$ cat src/rtl/concurrent_fifo_pkg.sv
// Shared defaults and helpers for the single-clock FIFO and its pointer controller.
package concurrent_fifo_pkg;

  localparam int unsigned DATA_WIDTH = 8;
  localparam int unsigned DEPTH      = 16;
  localparam int unsigned ADDR_WIDTH = 4;

  // Pointers carry one extra wrap bit above the memory index.
  function automatic int unsigned ptr_width(input int unsigned addr_width);
    return addr_width + 1;
  endfunction

endpackage

$ cat src/rtl/concurrent_fifo_ptr_ctrl.sv
// Read/write pointer registers with wrap-bit full/empty decode and request qualification.
module fifo_ptr_ctrl #(
  parameter int unsigned ADDR_WIDTH = concurrent_fifo_pkg::ADDR_WIDTH
) (
  input  logic                  clk_i,
  input  logic                  rst_ni,
  input  logic                  wr_req_i,
  input  logic                  rd_req_i,
  output logic [ADDR_WIDTH-1:0] wr_addr_o,
  output logic [ADDR_WIDTH-1:0] rd_addr_o,
  output logic                  wr_accept_o,
  output logic                  rd_accept_o,
  output logic                  full_o,
  output logic                  empty_o
);
  import concurrent_fifo_pkg::*;

  localparam int unsigned PTR_W = ptr_width(ADDR_WIDTH);

  logic [PTR_W-1:0] wr_ptr_q, wr_ptr_d;
  logic [PTR_W-1:0] rd_ptr_q, rd_ptr_d;

  // Flags decode straight from registered pointers; requests are gated by
  // the current flags, so a read never frees a slot for a same-cycle write.
  always_comb begin
    empty_o     = (wr_ptr_q == rd_ptr_q);
    full_o      = (wr_ptr_q[ADDR_WIDTH-1:0] == rd_ptr_q[ADDR_WIDTH-1:0]) &&
                  (wr_ptr_q[ADDR_WIDTH] != rd_ptr_q[ADDR_WIDTH]);
    wr_accept_o = wr_req_i && !full_o;
    rd_accept_o = rd_req_i && !empty_o;
    wr_ptr_d    = wr_accept_o ? wr_ptr_q + PTR_W'(1) : wr_ptr_q;
    rd_ptr_d    = rd_accept_o ? rd_ptr_q + PTR_W'(1) : rd_ptr_q;
  end

  always_ff @(posedge clk_i or negedge rst_ni) begin
    if (!rst_ni) begin
      wr_ptr_q <= '0;
      rd_ptr_q <= '0;
    end else begin
      wr_ptr_q <= wr_ptr_d;
      rd_ptr_q <= rd_ptr_d;
    end
  end

  assign wr_addr_o = wr_ptr_q[ADDR_WIDTH-1:0];
  assign rd_addr_o = rd_ptr_q[ADDR_WIDTH-1:0];

endmodule

$ cat src/rtl/concurrent_fifo_top.sv
// Single-clock FIFO: register-array storage with a registered read-data port.
module concurrent_fifo_top #(
  parameter int unsigned DATA_WIDTH = concurrent_fifo_pkg::DATA_WIDTH,
  parameter int unsigned DEPTH      = concurrent_fifo_pkg::DEPTH,
  parameter int unsigned ADDR_WIDTH = concurrent_fifo_pkg::ADDR_WIDTH
) (
  input  logic                  clk,
  input  logic                  reset,
  input  logic                  write_en,
  input  logic                  read_en,
  input  logic [DATA_WIDTH-1:0] write_data,
  output logic [DATA_WIDTH-1:0] read_data,
  output logic                  full,
  output logic                  empty
);

  logic [DATA_WIDTH-1:0] mem_q [DEPTH];
  logic [DATA_WIDTH-1:0] read_data_q, read_data_d;
  logic [ADDR_WIDTH-1:0] wr_addr, rd_addr;
  logic                  wr_accept, rd_accept;

  fifo_ptr_ctrl #(
    .ADDR_WIDTH (ADDR_WIDTH)
  ) u_ptr_ctrl (
    .clk_i       (clk),
    .rst_ni      (reset),
    .wr_req_i    (write_en),
    .rd_req_i    (read_en),
    .wr_addr_o   (wr_addr),
    .rd_addr_o   (rd_addr),
    .wr_accept_o (wr_accept),
    .rd_accept_o (rd_accept),
    .full_o      (full),
    .empty_o     (empty)
  );

  // Storage is deliberately not reset; the pointers alone define validity.
  always_ff @(posedge clk) begin
    if (wr_accept) begin
      mem_q[wr_addr] <= write_data;
    end
  end

  always_comb begin
    read_data_d = read_data_q;
    if (rd_accept) begin
      read_data_d = mem_q[rd_addr];
    end
  end

  always_ff @(posedge clk or negedge reset) begin
    if (!reset) begin
      read_data_q <= '0;
    end else begin
      read_data_q <= read_data_d;
    end
  end

  assign read_data = read_data_q;

endmodule

$ cat config.mk
export PLATFORM = sky130hd
export DESIGN_NAME = concurrent_fifo_top
export DESIGN_NICKNAME = d
export VERILOG_FILES = /design/src/rtl/concurrent_fifo_pkg.sv /design/src/rtl/concurrent_fifo_ptr_ctrl.sv /design/src/rtl/concurrent_fifo_top.sv
export SDC_FILE = /design/constraint.sdc
export NUM_CORES = 1
export LEC_CHECK = 0
export BUFFER_PORTS_ARGS = -buffer_cell sky130_fd_sc_hd__buf_2
export CAP_MARGIN = 30
export CORE_MARGIN = 5
export CORE_UTILIZATION = 29
export DETAILED_ROUTE_END_ITERATION = 8
export PLACE_DENSITY = 0.52
export REMOVE_ABC_BUFFERS = 1
export SETUP_SLACK_MARGIN = 0.15
export SLEW_MARGIN = 20
export SYNTH_ARGS = -nofsm -noshare
export SYNTH_HDL_FRONTEND = slang
export SYNTH_SLANG_ARGS = --single-unit
$ cat constraint.sdc
create_clock -name clk -period 1.9 [get_ports clk]
set_input_delay 0.285 -clock clk [delete_from_list [all_inputs] [get_ports clk]]
set_output_delay 0.285 -clock clk [all_outputs]
set_load 0.1 [all_outputs]
# Yosys cells after proc, flatten, opt, wreduce, memory -nomap -nowiden

Memory sizes are Yosys's and may differ from the RTL's. A register that Yosys moved wholly into a read port is not among the register bits.
Index checks and enable logic that the tools add are counted.

Memories kept: 1
Output and inout port bits: 10
Memory bits (writable): 128
Register bits: 10

Memories:

| memory | words | bits a word | read ports | clocked after Yosys merged registers in | write ports | line                      | RTL |
|---|---|---|---|---|---|---|---|
| mem_q  | 16    | 8           | 1          | 1                                       | 1           | concurrent_fifo_top.sv:17 | `logic [DATA_WIDTH-1:0] mem_q [DEPTH];` |

Eq/ne operators: 3
Add/subtract/negate cells: 2
Reduce and logical (&&, ||, !) cells: 6
Mux-type cells: 2

Operator list:

| operator            | number |
|---|---|
| $add 5x1->5 const B | 2 |
| $eq 5x5->1          | 1 |
| $eq 4x4->1          | 1 |
| $logic_and 1x1->1   | 3 |
| $logic_not 1->1     | 3 |
| $mux 1              | 2 |
| $ne 1x1->1          | 1 |

# Logic depth before layout (Yosys ltp)

Gate-level depths: netlist of the first run.

Depth after elaboration: 6
Mapped depth: 7
Gate-level depth less buffers: 4

# Modules after synthesis

A second synthesis of the first run with hierarchy kept.

Cells, all modules: 296
Area total of the unflattened synthesis: 5953.2 sq um

Modules (own cells, without submodules):

| module              | area an instance (sq um) | cells each | instances |
|---|---|---|---|
| concurrent_fifo_top | 5331.4                   | 240        | 1 |
| fifo_ptr_ctrl       | 621.8                    | 56         | 1 |

# Worst setup path after synthesis of the first run

No wires, ideal clock.

Path type: register -> output
Start: reg u_ptr_ctrl.rd_ptr_q[0]
End: out empty
Slack: -0.682 ns
Stages on the path, launching flop included: 5
Arrival: 2.297 ns
Path through: dfrtp_1 -> buf_2 -> xnor2_1 -> nand4_2 -> nor2_1

Word-level cells in the longest chain between the ends: 1

RTL lines:

| item                   | line                           | RTL |
|---|---|---|
| from (decl)            | concurrent_fifo_ptr_ctrl.sv:21 | `logic [PTR_W-1:0] rd_ptr_q, rd_ptr_d;` |
| from (signal assigned) | concurrent_fifo_ptr_ctrl.sv:41 | `rd_ptr_q <= rd_ptr_d;` |
| $eq 5x5->1             | concurrent_fifo_ptr_ctrl.sv:26 | `empty_o = (wr_ptr_q == rd_ptr_q);` |
| to (decl)              | concurrent_fifo_top.sv:14      | `output logic empty` |

No other way between the ends.

# Worst setup path after layout of the first run

Start: reg u_ptr_ctrl.rd_ptr_q[1]
End: reg read_data_q[0], in the netlist read_data[0], read port of mem_q

Word-level cells in the longest chain between the ends: 3

RTL lines:

| item              | line                           | RTL |
|---|---|---|
| $eq 5x5->1        | concurrent_fifo_ptr_ctrl.sv:26 |  |
| $logic_not 1->1   | concurrent_fifo_ptr_ctrl.sv:30 | `rd_accept_o = rd_req_i && !empty_o;` |
| $logic_and 1x1->1 | concurrent_fifo_ptr_ctrl.sv:30 |  |
| to (decl)         | concurrent_fifo_top.sv:18      | `logic [DATA_WIDTH-1:0] read_data_q, read_data_d;` |

Several ways; a longest one is shown, not always the timed one.
A chain may end at the register's enable or synchronous reset.

==> metrics.cfg, run 1 <==
[timing]
setup_violations = 10
hold_viol = 0
worst_slack_ns = -0.1966
rsz0062_at_grt = yes
tightestPinTransition_ns = 0.5028
max_freq_ghz = 0.4770
period_minus_slack_ns = 2.097
skew_ns = 0.008569
finalSetupTns_ns = -1.319
slew_headroom = 0.6648
final_max_slew_viol_count = 0
fin_crit_sh = 1.103

[worst_setup_path]
crit_start = u_ptr_ctrl.rd_ptr_q[1]$_DFFE_PN0P_
r2r_start = u_ptr_ctrl.rd_ptr_q[1]$_DFFE_PN0P_
arrival_ns = 2.39
critPathLaunchType = flop
worst-setup-path-type = flop to flop
cp.required_ns = 2.20
path_max_fanout = 5
critPathCaptureType = flop

[status]
violations = negative setup slack
status = complete, but fails checks

[cts]
cts_buffer_depth = 2
cts.sinks = 146
tritoncts.num_buffers = 17
cts.clk_slew.worst_paths_ns = 0.06
cts_tree = built
htree_levels = 4
clock_latency_ns = 0.42
clockRootBuffer = clkbuf_16

[global_route]
first_global_vias = 3182
globalRouteOverflowTotal = 0
antenna_found_initial = 0
grt_pass1_wl_um = 20040
grt_max_degree = 27
grt_usage = 0.1157

[synth]
netlist_top_cells_area = edfxtp_1 65%, dfrtp_1 7.6%, mux4_1 5.7%, mux4_2 4.2%, mux2_2 3.2%
synth-seq-cells = 146
synth_common_cells = 128 x edfxtp_1, 18 x dfrtp_1, 17 x mux2_2, 16 x mux2i_1, 15 x and3_1
synth-edff-count = 128
syn_avg_cell_area_sq_um = 19.78
syn_area_sq_um = 5953
yosysWarnings = 0
synth_area_leader_cell = edfxtp_1
seq_area_frac_synth = 0.7213
synth_cell_type_count = 30
ys_dominant_reg_cell = edfxtp_1
yosysMostFrequentCell = edfxtp_1
synth_top_area_share = 0.6456
synthCells = 301
async_flop_share = 0.1233

[detailed_routing]
first_iter_violations = 198
ant_nets = 0
drc = 0
via_count = 3045
viasPerCell = 4.692
wirelength_um = 13260
dr.pass1.iters = 4
wl_per_cell_um = 20.42

[placed_design]
dpl-instance-area_sq_um = 6646
port_buffers = 21
dp_hpwl_um = 8325
place.gp.congestion = 0.7261

[finish]
final_area_sq_um = 7562
drive_above_1_share = 0.4222
layout.nets = 383
antenna_cells = 0
syn2layout_area_growth_pct = 27.03

[floorplan]
fp-row-count = 52
die_w_um = 153.3
core_area_sq_um = 20230
die_h_um = 153.3
die_area_sq_um = 23490
initial_core_util = 0.2942
io_pins = 22

[flow_run]
cap_violations = 0

[power_and_ir_drop]
powerDensity_nw_per_um2 = 1698
ir_drop_uv = 610.5
p_leak_nw = 2.681

[worst_hold_path]
hold_start = read_en
hold_class = input port to flop

## timing repair
| action | CTS | global route |
|---|---|---|
| setup endpoints to repair | 121 | 138 |
| pin swaps | 6 | 6 |
| cloned | 1 | 1 |
| hold buffers | 1 | 0 |
| resized for setup | 49 | 36 |
| buffers inserted | 2 | 2 |
| hold endpoints to repair | 18 | 0 |
## layer usage
| layer | GRT usage | vias up | share of wire |
|---|---|---|---|
| li1 | - | 1358 | - |
| met1 | 0.1587 | 1599 | 0.44 |
| met2 | 0.1800 | 74 | 0.49 |
| met3 | 0.02912 | 14 | 0.056 |
| met4 | 0.03946 | 0 | 0.012 |
| met5 | 0 | - | 0 |
## critical path: stages (launching register included)
cell	delay (ns)
dfrtp_2	0.47
buf_12	0.14
buf_16	0.12
mux4_2	0.48
mux2_4	0.29
a22o_1	0.23
mux2_4	0.26
## stage by stage
stage                     std cells  power (mW)  utilization  setup WS, ns  hold WS (ns)
final                           649       12.84       0.3737       -0.1966        0.2144
after global routing            649       13.44       0.3737       -0.2507        0.2304
after CTS                       646       12.46       0.3650       -0.1716        0.1929
after detailed placement        610       8.859       0.3285       -0.2183        0.2814
after global placement          609       8.826       0.3281       -0.2593        0.2744
after floorplan                 285       7.185            -        -1.443      -0.01059
## registers in the layout, summed over array words and instances, names as in the netlist
signal / cells
mem_q: 128
read_data: 8
u_ptr_ctrl.rd_ptr_q: 5
u_ptr_ctrl.wr_ptr_q: 5
## layout make-up
cell class | count | area (sq um)
Tap cell | 270 | 337.8
Timing Repair Buffer | 61 | 579.3
Inverter | 3 | 11.26
Fill cell | 1836 | 12670
Multi-Input combinational cell | 137 | 1784
Clock inverter | 11 | 112.6
Clock buffer | 21 | 440.4
Sequential cell | 146 | 4297
## final timing paths
kind                                                 endpoint  slack [ns]  cells past startpoint
min in group asynchronous  u_ptr_ctrl.wr_ptr_q[4]$_DFFE_PN0P_        0.38                      2
max reg2reg                          read_data[0]$_DFFE_PN0P_       -0.20                      6
min reg2reg                          read_data[2]$_DFFE_PN0P_        0.50                      1
max in group asynchronous  u_ptr_ctrl.rd_ptr_q[1]$_DFFE_PN0P_        1.15                      2
min                        u_ptr_ctrl.rd_ptr_q[4]$_DFFE_PN0P_        0.21                      3
max                                  read_data[0]$_DFFE_PN0P_       -0.20                      6
## logic make-up (layout without fill, tap and decap cells)
kind of cell / after synthesis / after routing / synth area share
DFF: 146 / 146 / 0.7213
muxes: 58 / 58 / 0.1599
and+or+nand+nor: 35 / 35 / 0.03594
AOI/OAI and AO/OA: 24 / 25 / 0.03531
buffers and inverters: 19 / 96 / 0.01639
xor gates and xnor gates: 14 / 14 / 0.02060
adders and majority gates: 5 / 5 / 0.01051
## cell usage in the layout, fill, tap and decap left out, types with 3 or more instances in the layout
| cell | instances |
|---|---|
| nand2b_1 | 4 |
| a22o_1 | 8 |
| and3_4 | 12 |
| mux4_1 | 3 |
| mux2i_1 | 16 |
| clkinv_2 | 4 |
| nor2b_1 | 3 |
| buf_6 | 5 |
| mux2_4 | 13 |
| ha_1 | 5 |
| xnor2_1 | 8 |
| dfrtp_1 | 16 |
| buf_12 | 9 |
| buf_2 | 19 |
| mux4_2 | 21 |
| mux2_2 | 4 |
| buf_4 | 24 |
| clkbuf_16 | 17 |
| edfxtp_1 | 128 |
| o211ai_1 | 5 |
| and3_1 | 3 |
| clkbuf_1 | 4 |
| inv_1 | 3 |
| xnor2_2 | 5 |
| nand2b_4 | 4 |
| a221oi_1 | 6 |
## report_power, final
group	internal (mW)	switching (mW)	total, mW
registers	3.99	0.252	4.24
logic	2.56	2.90	5.46
clock network	1.92	1.22	3.13
total	8.47	4.37	12.8
Power figures use the tool's default switching activity.
==> run 2: changes to the inputs <==
Settings changed: CORE_MARGIN 5 to 3.
==> run 2 against run 1 <==
Net effect: the run still ends with negative setup slack left; largest power group unchanged; global-route usage up 0.21 points; setup slack gained 0.065 ns; largest cell class unchanged; clock power down 2%; first-iteration DRC count grew 27%; cell area decreased by 1.2%; combinational power fell by 8.2%; maximum frequency up 3.2%; die area shrank 5.2%.
==> metrics.cfg, run 2 (synthesis results as in run 1) <==
[worst_setup_path]
crit_chain = buf_4 -> xnor2_2 -> nand4_2 -> buf_4 -> o211ai_1 -> buf_4 -> nor3_2 -> buf_6  ; was buf_12 -> buf_16 -> mux4_2 -> mux2_4 -> a22o_1 -> mux2_4
crit_path_max_incr_delay_ns = 0.45  ; was 0.48 ns
arrival_ns = 2.21  ; was 2.39 ns
cp.required_ns = 2.08  ; was 2.20 ns
worst-setup-path-type = flop to flop  ; unchanged
crit_top_cell = buf_4  ; was mux2_4
path_buf_inv = 4  ; was 2
crit_family = buffers and inverters  ; was multiplexers
path_max_fanout = 8  ; was 5
critPathCaptureType = flop  ; unchanged
critPathLaunchType = flop  ; unchanged
slowest_stage = dfrtp_2  ; was mux4_2

[global_route]
grt_max_degree = 26  ; was 27
grt_busiest_layer = met2  ; unchanged
use_met2 = 0.1799  ; was 0.1800
use_met3 = 0.03069  ; was 0.02912
first_global_vias = 3103  ; was 3182
antenna_found_initial = 1  ; was 0
globalRouteOverflowTotal = 0  ; unchanged
grt.met1_usage = 0.1621  ; was 0.1587
grt_pass1_wl_um = 19200  ; was 20040 um
grt_usage = 0.1178  ; was 0.1157

[timing]
period_minus_slack_ns = 2.032  ; was 2.097 ns
setup_violations = 26  ; was 10
skew_ns = 0.006123  ; was 0.008569 ns
fin_crit_sh = 1.070  ; was 1.103
final_max_slew_viol_count = 0  ; unchanged
max_freq_ghz = 0.4921  ; was 0.4770 GHz
hold_viol = 0  ; unchanged
worst_slack_ns = -0.1321  ; was -0.1966 ns
holdWs_ns = 0.2042  ; was 0.2144 ns
slew_headroom = 0.6727  ; was 0.6648
rsz0062_at_grt = yes  ; unchanged
tightestPinTransition_ns = 0.4944  ; was 0.5028 ns

[power_and_ir_drop]
powerDensity_nw_per_um2 = 1653  ; was 1698 nW/um^2
p_leak_nw = 2.610  ; was 2.681 nW
ir_drop_uv = 562.4  ; was 610.5 uV

[cts]
clockRootBuffer = clkbuf_16  ; unchanged
cts.sinks = 146  ; unchanged
htree_levels = 4  ; unchanged
cts.clk_slew.worst_paths_ns = 0.06  ; about the same
clock_latency_ns = 0.42  ; about the same
tritoncts.num_buffers = 17  ; unchanged
cts_buffer_depth = 2  ; unchanged
cts_tree = built  ; unchanged

[floorplan]
io_pins = 22  ; unchanged
initial_core_util = 0.3009  ; was 0.2942
die_h_um = 149.3  ; was 153.3 um
die_w_um = 149.3  ; was 153.3 um
core_area_sq_um = 19780  ; was 20230 sq um
fp-row-count = 51  ; was 52
die_area_sq_um = 22280  ; was 23490 sq um

[placed_design]
dp_hpwl_um = 8187  ; was 8325 um
port_buffers = 21  ; unchanged
place.gp.congestion = 0.7371  ; was 0.7261
dp_cells = 606  ; was 610

[finish]
final_common_cell = edfxtp_1  ; unchanged
fin_util = 0.3776  ; was 0.3737
final_cell_mix = 128 x edfxtp_1, 32 x buf_4, 20 x mux4_2  ; was 128 x edfxtp_1, 24 x buf_4, 21 x mux4_2
seq_area_sq_um = 4298  ; was 4297 sq um
largest_reg_flops = 128  ; unchanged
syn2layout_area_growth_pct = 25.47  ; was 27.03%
final_cell_count_no_fill = 648  ; was 649
layout.nets = 387  ; was 383
antenna_cells = 0  ; unchanged
fillers = 1838  ; was 1836
drive_above_1_share = 0.4282  ; was 0.4222
multi_input_area_sq_um = 1708  ; was 1784 sq um
regMostFlops = mem_q  ; unchanged

[detailed_routing]
viasPerCell = 4.522  ; was 4.692
first_iter_violations = 252  ; was 198
wl_per_cell_um = 19.11  ; was 20.42 um
wirelength_um = 12380  ; was 13260 um
ant_nets = 0  ; unchanged
dr.pass1.iters = 4  ; unchanged
drc = 0  ; unchanged
via_count = 2930  ; was 3045

[flow_run]
cap_violations = 0  ; unchanged

[status]
status = complete, but fails checks  ; unchanged
violations = negative setup slack  ; unchanged

[worst_hold_path]
hold_class = input port to flop  ; unchanged

-- run 2: cell types whose count changed in the layout (fill, tap and decap cells not counted), moves of 3 or more --
| cell | before | now |
|---|---|---|
| nand2b_4 | 4 | 0 |
| mux2_4 | 13 | 5 |
| mux2_2 | 4 | 13 |
| buf_4 | 24 | 32 |
| nand2b_1 | 4 | 8 |
| clkbuf_1 | 4 | 0 |
| inv_6 | 1 | 4 |
| clkinv_4 | 1 | 4 |
-- run 2: final cells by class --
type                            instances  share of cell area
Inverter                                3            0.001508
Tap cell                              265             0.04439
Clock inverter                         15             0.01675
Multi-Input combinational cell        137              0.2286
Sequential cell                       146              0.5754
Timing Repair Buffer                   65             0.07638
Clock buffer                           17             0.05695
-- run 2: tightest hold or removal path: cells and delay by family --
| kind | cells | cell delay, ns |
|---|---|---|
| buf+inv | 1 | 0.13 |
| compound gates | 1 | 0.10 |
| xor+xnor | 1 | 0.07 |
-- run 2: worst paths after layout --
path	slack (ns)	cells after the start	end	startpoint
min in group asynchronous	0.36	2	u_ptr_ctrl.wr_ptr_q[0]$_DFFE_PN0P_	reset
worst max register to register	-0.13	8	mem_q[3][4]$_DFFE_PP_	u_ptr_ctrl.rd_ptr_q[1]$_DFFE_PN0P_
worst max-delay path	-0.13	8	mem_q[3][4]$_DFFE_PP_	u_ptr_ctrl.rd_ptr_q[1]$_DFFE_PN0P_
max in group asynchronous	1.20	2	u_ptr_ctrl.rd_ptr_q[2]$_DFFE_PN0P_	reset
worst min register to register	0.52	1	read_data[1]$_DFFE_PN0P_	read_data[1]$_DFFE_PN0P_
worst min-delay path	0.20	3	u_ptr_ctrl.rd_ptr_q[3]$_DFFE_PN0P_	read_en
-- run 2: timing repair --
item,CTS,global route
cloned,0,1
setup endpoints to repair,140,132
buffers inserted,2,6
endpoints found under the hold margin,18,0
pin swaps,7,7
resized for setup,37,23
hold buffers,1,0
-- run 2: per-layer routing --
layer	vias up	part of all wire	wire [um]
li1	1364	-	-
met1	1502	0.48	5921
met2	46	0.47	5874
met3	16	0.028	352
met4	2	0.018	225
met5	-	0.00057	7
-- run 2: through the flow --
| step | setup WS, ns | instance area, sq um | total power [mW] | setup TNS (ns) |
|---|---|---|---|---|
| 3_3_place_gp | -0.2135 | 6673 | 8.765 | -16.38 |
| 2_1_floorplan | -1.443 | 5867 | 7.185 | -113.04 |
| 4_1_cts | -0.1917 | 7320 | 12.12 | -1.494 |
| 5_1_grt | -0.2283 | 7470 | 12.95 | -4.808 |
| 3_5_place_dp | -0.2710 | 6673 | 8.816 | -22.23 |
| 6_report | -0.1321 | 7470 | 12.35 | -2.348 |
-- run 2: power by group --
part           switching, mW  leakage, nW  internal [mW]
clock                   1.37        0.264           1.70
combinational           2.68        0.982           2.33
sequential             0.269         1.36           3.99
total                   4.32         2.61           8.03
==> run 3: changes to the inputs <==
Settings changed: CORE_UTILIZATION 29 to 55, PLACE_DENSITY 0.52 to 0.82.
==> run 3 against run 2 <==
Net effect: the run still ends with negative setup slack left; non-clock buffer count increased by 1; flip-flop and latch count is the same; clock power rose by 2%; global-route usage up 12 points; critical endpoint is now full.
==> metrics.cfg, run 3 (synthesis results as in run 1) <==
[status]
status = complete, but fails checks  ; unchanged
violations = negative setup slack  ; unchanged

[finish]
layout.nets = 387  ; unchanged
final_area_sq_um = 7400  ; was 7470 sq um
largest_reg_flops = 128  ; unchanged
drive_above_1_share = 0.4256  ; was 0.4282
final_cell_mix = 128 x edfxtp_1, 28 x buf_4, 19 x buf_2  ; was 128 x edfxtp_1, 32 x buf_4, 20 x mux4_2
final_common_cell = edfxtp_1  ; unchanged
regMostFlops = mem_q  ; unchanged
syn2layout_area_growth_pct = 24.30  ; was 25.47%
antenna_cells = 0  ; unchanged

[cts]
tritoncts.num_buffers = 17  ; unchanged
cts.clk_slew.worst_paths_ns = 0.07  ; was 0.06 ns
clockRootBuffer = clkbuf_8  ; was clkbuf_16
cts.sinks = 146  ; unchanged
cts_tree = built  ; unchanged
htree_levels = 4  ; unchanged
clock_latency_ns = 0.52  ; was 0.42 ns
cts_buffer_depth = 2  ; unchanged

[flow_run]
cap_violations = 0  ; unchanged

[timing]
tightestPinTransition_ns = 0.5054  ; was 0.4944 ns
final_max_slew_viol_count = 0  ; unchanged
skew_ns = 0.008193  ; was 0.006123 ns
holdWs_ns = 0.1191  ; was 0.2042 ns
worst_slack_ns = -0.3079  ; was -0.1321 ns
fin_crit_sh = 1.162  ; was 1.070
period_minus_slack_ns = 2.208  ; was 2.032 ns
setup_violations = 29  ; was 26
rsz0062_at_grt = yes  ; unchanged
finalSetupTns_ns = -4.290  ; was -2.348 ns
slew_headroom = 0.6631  ; was 0.6727
hold_viol = 0  ; unchanged
max_freq_ghz = 0.4529  ; was 0.4921 GHz

[placed_design]
place.gp.congestion = 0.8011  ; was 0.7371
dpl-instance-area_sq_um = 6414  ; was 6673 sq um
port_buffers = 21  ; unchanged
dp_hpwl_um = 7585  ; was 8187 um

[power_and_ir_drop]
p_leak_nw = 2.674  ; was 2.610 nW
power_mw = 12.77  ; was 12.35 mW
ir_drop_uv = 957.0  ; was 562.4 uV
powerDensity_nw_per_um2 = 1726  ; was 1653 nW/um^2

[worst_hold_path]
holdPathEnd = u_ptr_ctrl.wr_ptr_q[3]$_DFFE_PN0P_  ; was u_ptr_ctrl.rd_ptr_q[3]$_DFFE_PN0P_
hold_start = write_en  ; was read_en
hold_class = input port to flop  ; unchanged
min_path_cells = 3  ; unchanged

[detailed_routing]
drc = 0  ; unchanged
first_iter_violations = 279  ; was 252
wirelength_um = 13510  ; was 12380 um
dr.pass1.iters = 5  ; was 4
ant_nets = 0  ; unchanged
via_count = 3170  ; was 2930
viasPerCell = 6.108  ; was 4.522
wl_per_cell_um = 26.04  ; was 19.11 um

[floorplan]
initial_core_util = 0.5715  ; was 0.3009
die_area_sq_um = 12110  ; was 22280 sq um
die_h_um = 110.0  ; was 149.3 um
io_pins = 22  ; unchanged
fp-row-count = 37  ; was 51
core_area_sq_um = 10420  ; was 19780 sq um
die_w_um = 110.0  ; was 149.3 um

[worst_setup_path]
crit_chain = xnor2_2 -> nand4_2 -> buf_6 -> buf_8 -> nor2_4 -> buf_12  ; was buf_4 -> xnor2_2 -> nand4_2 -> buf_4 -> o211ai_1 -> buf_4 -> nor3_2 -> buf_6
arrival_ns = 1.92  ; was 2.21 ns
crit_start = u_ptr_ctrl.rd_ptr_q[1]$_DFFE_PN0P_  ; unchanged
cp.required_ns = 1.62  ; was 2.08 ns
r2r_start = u_ptr_ctrl.rd_ptr_q[1]$_DFFE_PN0P_  ; unchanged
critPathCaptureType = output port  ; was flop
critPathLaunchType = flop  ; unchanged
slowest_stage = dfrtp_2  ; unchanged
r2r_slack_ns = -0.28  ; was -0.13 ns
r2r_end = u_ptr_ctrl.rd_ptr_q[1]$_DFFE_PN0P_  ; was mem_q[3][4]$_DFFE_PP_
path_max_fanout = 4  ; was 8
path_buf_inv = 3  ; was 4
crit_path_max_incr_delay_ns = 0.47  ; was 0.45 ns
crit_family = buffers and inverters  ; unchanged
worst-setup-path-type = flop to output port  ; was flop to flop
reg2reg_depth = 9  ; was 8

[global_route]
antenna_found_initial = 0  ; was 1
grt_max_degree = 25  ; was 26
globalRouteOverflowTotal = 0  ; unchanged
grt_pass1_wl_um = 20040  ; was 19200 um
grt_usage = 0.2401  ; was 0.1178
first_global_vias = 3316  ; was 3103

run 3: through the flow:
stage | instances | utilization | setup WS [ns]
floorplan | 285 | - | -1.443
global placement | 469 | 0.6157 | -0.1579
detailed placement | 469 | 0.6157 | -0.2088
CTS | 514 | 0.7041 | -0.2561
global route | 519 | 0.7104 | -0.3510
finish | 519 | 0.7104 | -0.3079
run 3: report_power, final:
part / internal (mW) / switching [mW]
logic: 2.47 / 2.90
registers: 4.00 / 0.285
clock network: 1.70 / 1.41
total: 8.17 / 4.60
run 3: final cells by class:
class	count	area, sq um
Sequential cell	146	4299
Fill cell	597	3017
Multi-Input combinational cell	136	1747
Timing Repair Buffer	66	604.3
Clock buffer	18	427.9
Tap cell	136	170.2
Clock inverter	14	135.1
Inverter	3	16.27
run 3: worst reg2reg max path: cells and delay by family, from the launching register on:
kind / cells / cell delay [ns]
buffers and inverters: 5 / 0.73
flip-flops: 1 / 0.47
multiplexers: 1 / 0.30
AO/OA/AOI/OAI: 1 / 0.22
XOR/XNOR: 1 / 0.19
AND/OR/NAND/NOR: 1 / 0.15
run 3: how the worst max path moves through the flow:
stage	slack, ns	end	cells after the start
after global placement	-0.16	read_data[1]$_DFFE_PN0P_	5
final	-0.31	full	6
after floorplan	-1.44	empty	3
after detailed placement	-0.21	read_data[3]$_DFFE_PN0P_	5
after CTS	-0.26	full	6
after global routing	-0.35	full	6
run 3: routing by layer:
metal	global-route usage	share of wire	vias up
met5	0	0	-
met2	0.3969	0.52	145
met1	0.3126	0.40	1635
li1	-	-	1365
met4	0.1051	0.022	0
met3	0.04659	0.056	25
run 3: what timing repair did:
action / CTS / global route
pin swaps: 6 / 6
setup buffers: 10 / 5
endpoints found under the setup margin: 132 / 144
resized for setup: 65 / 11
hold buffers: 1 / 0
endpoints found under the hold margin: 18 / 0
cloned: 2 / 0
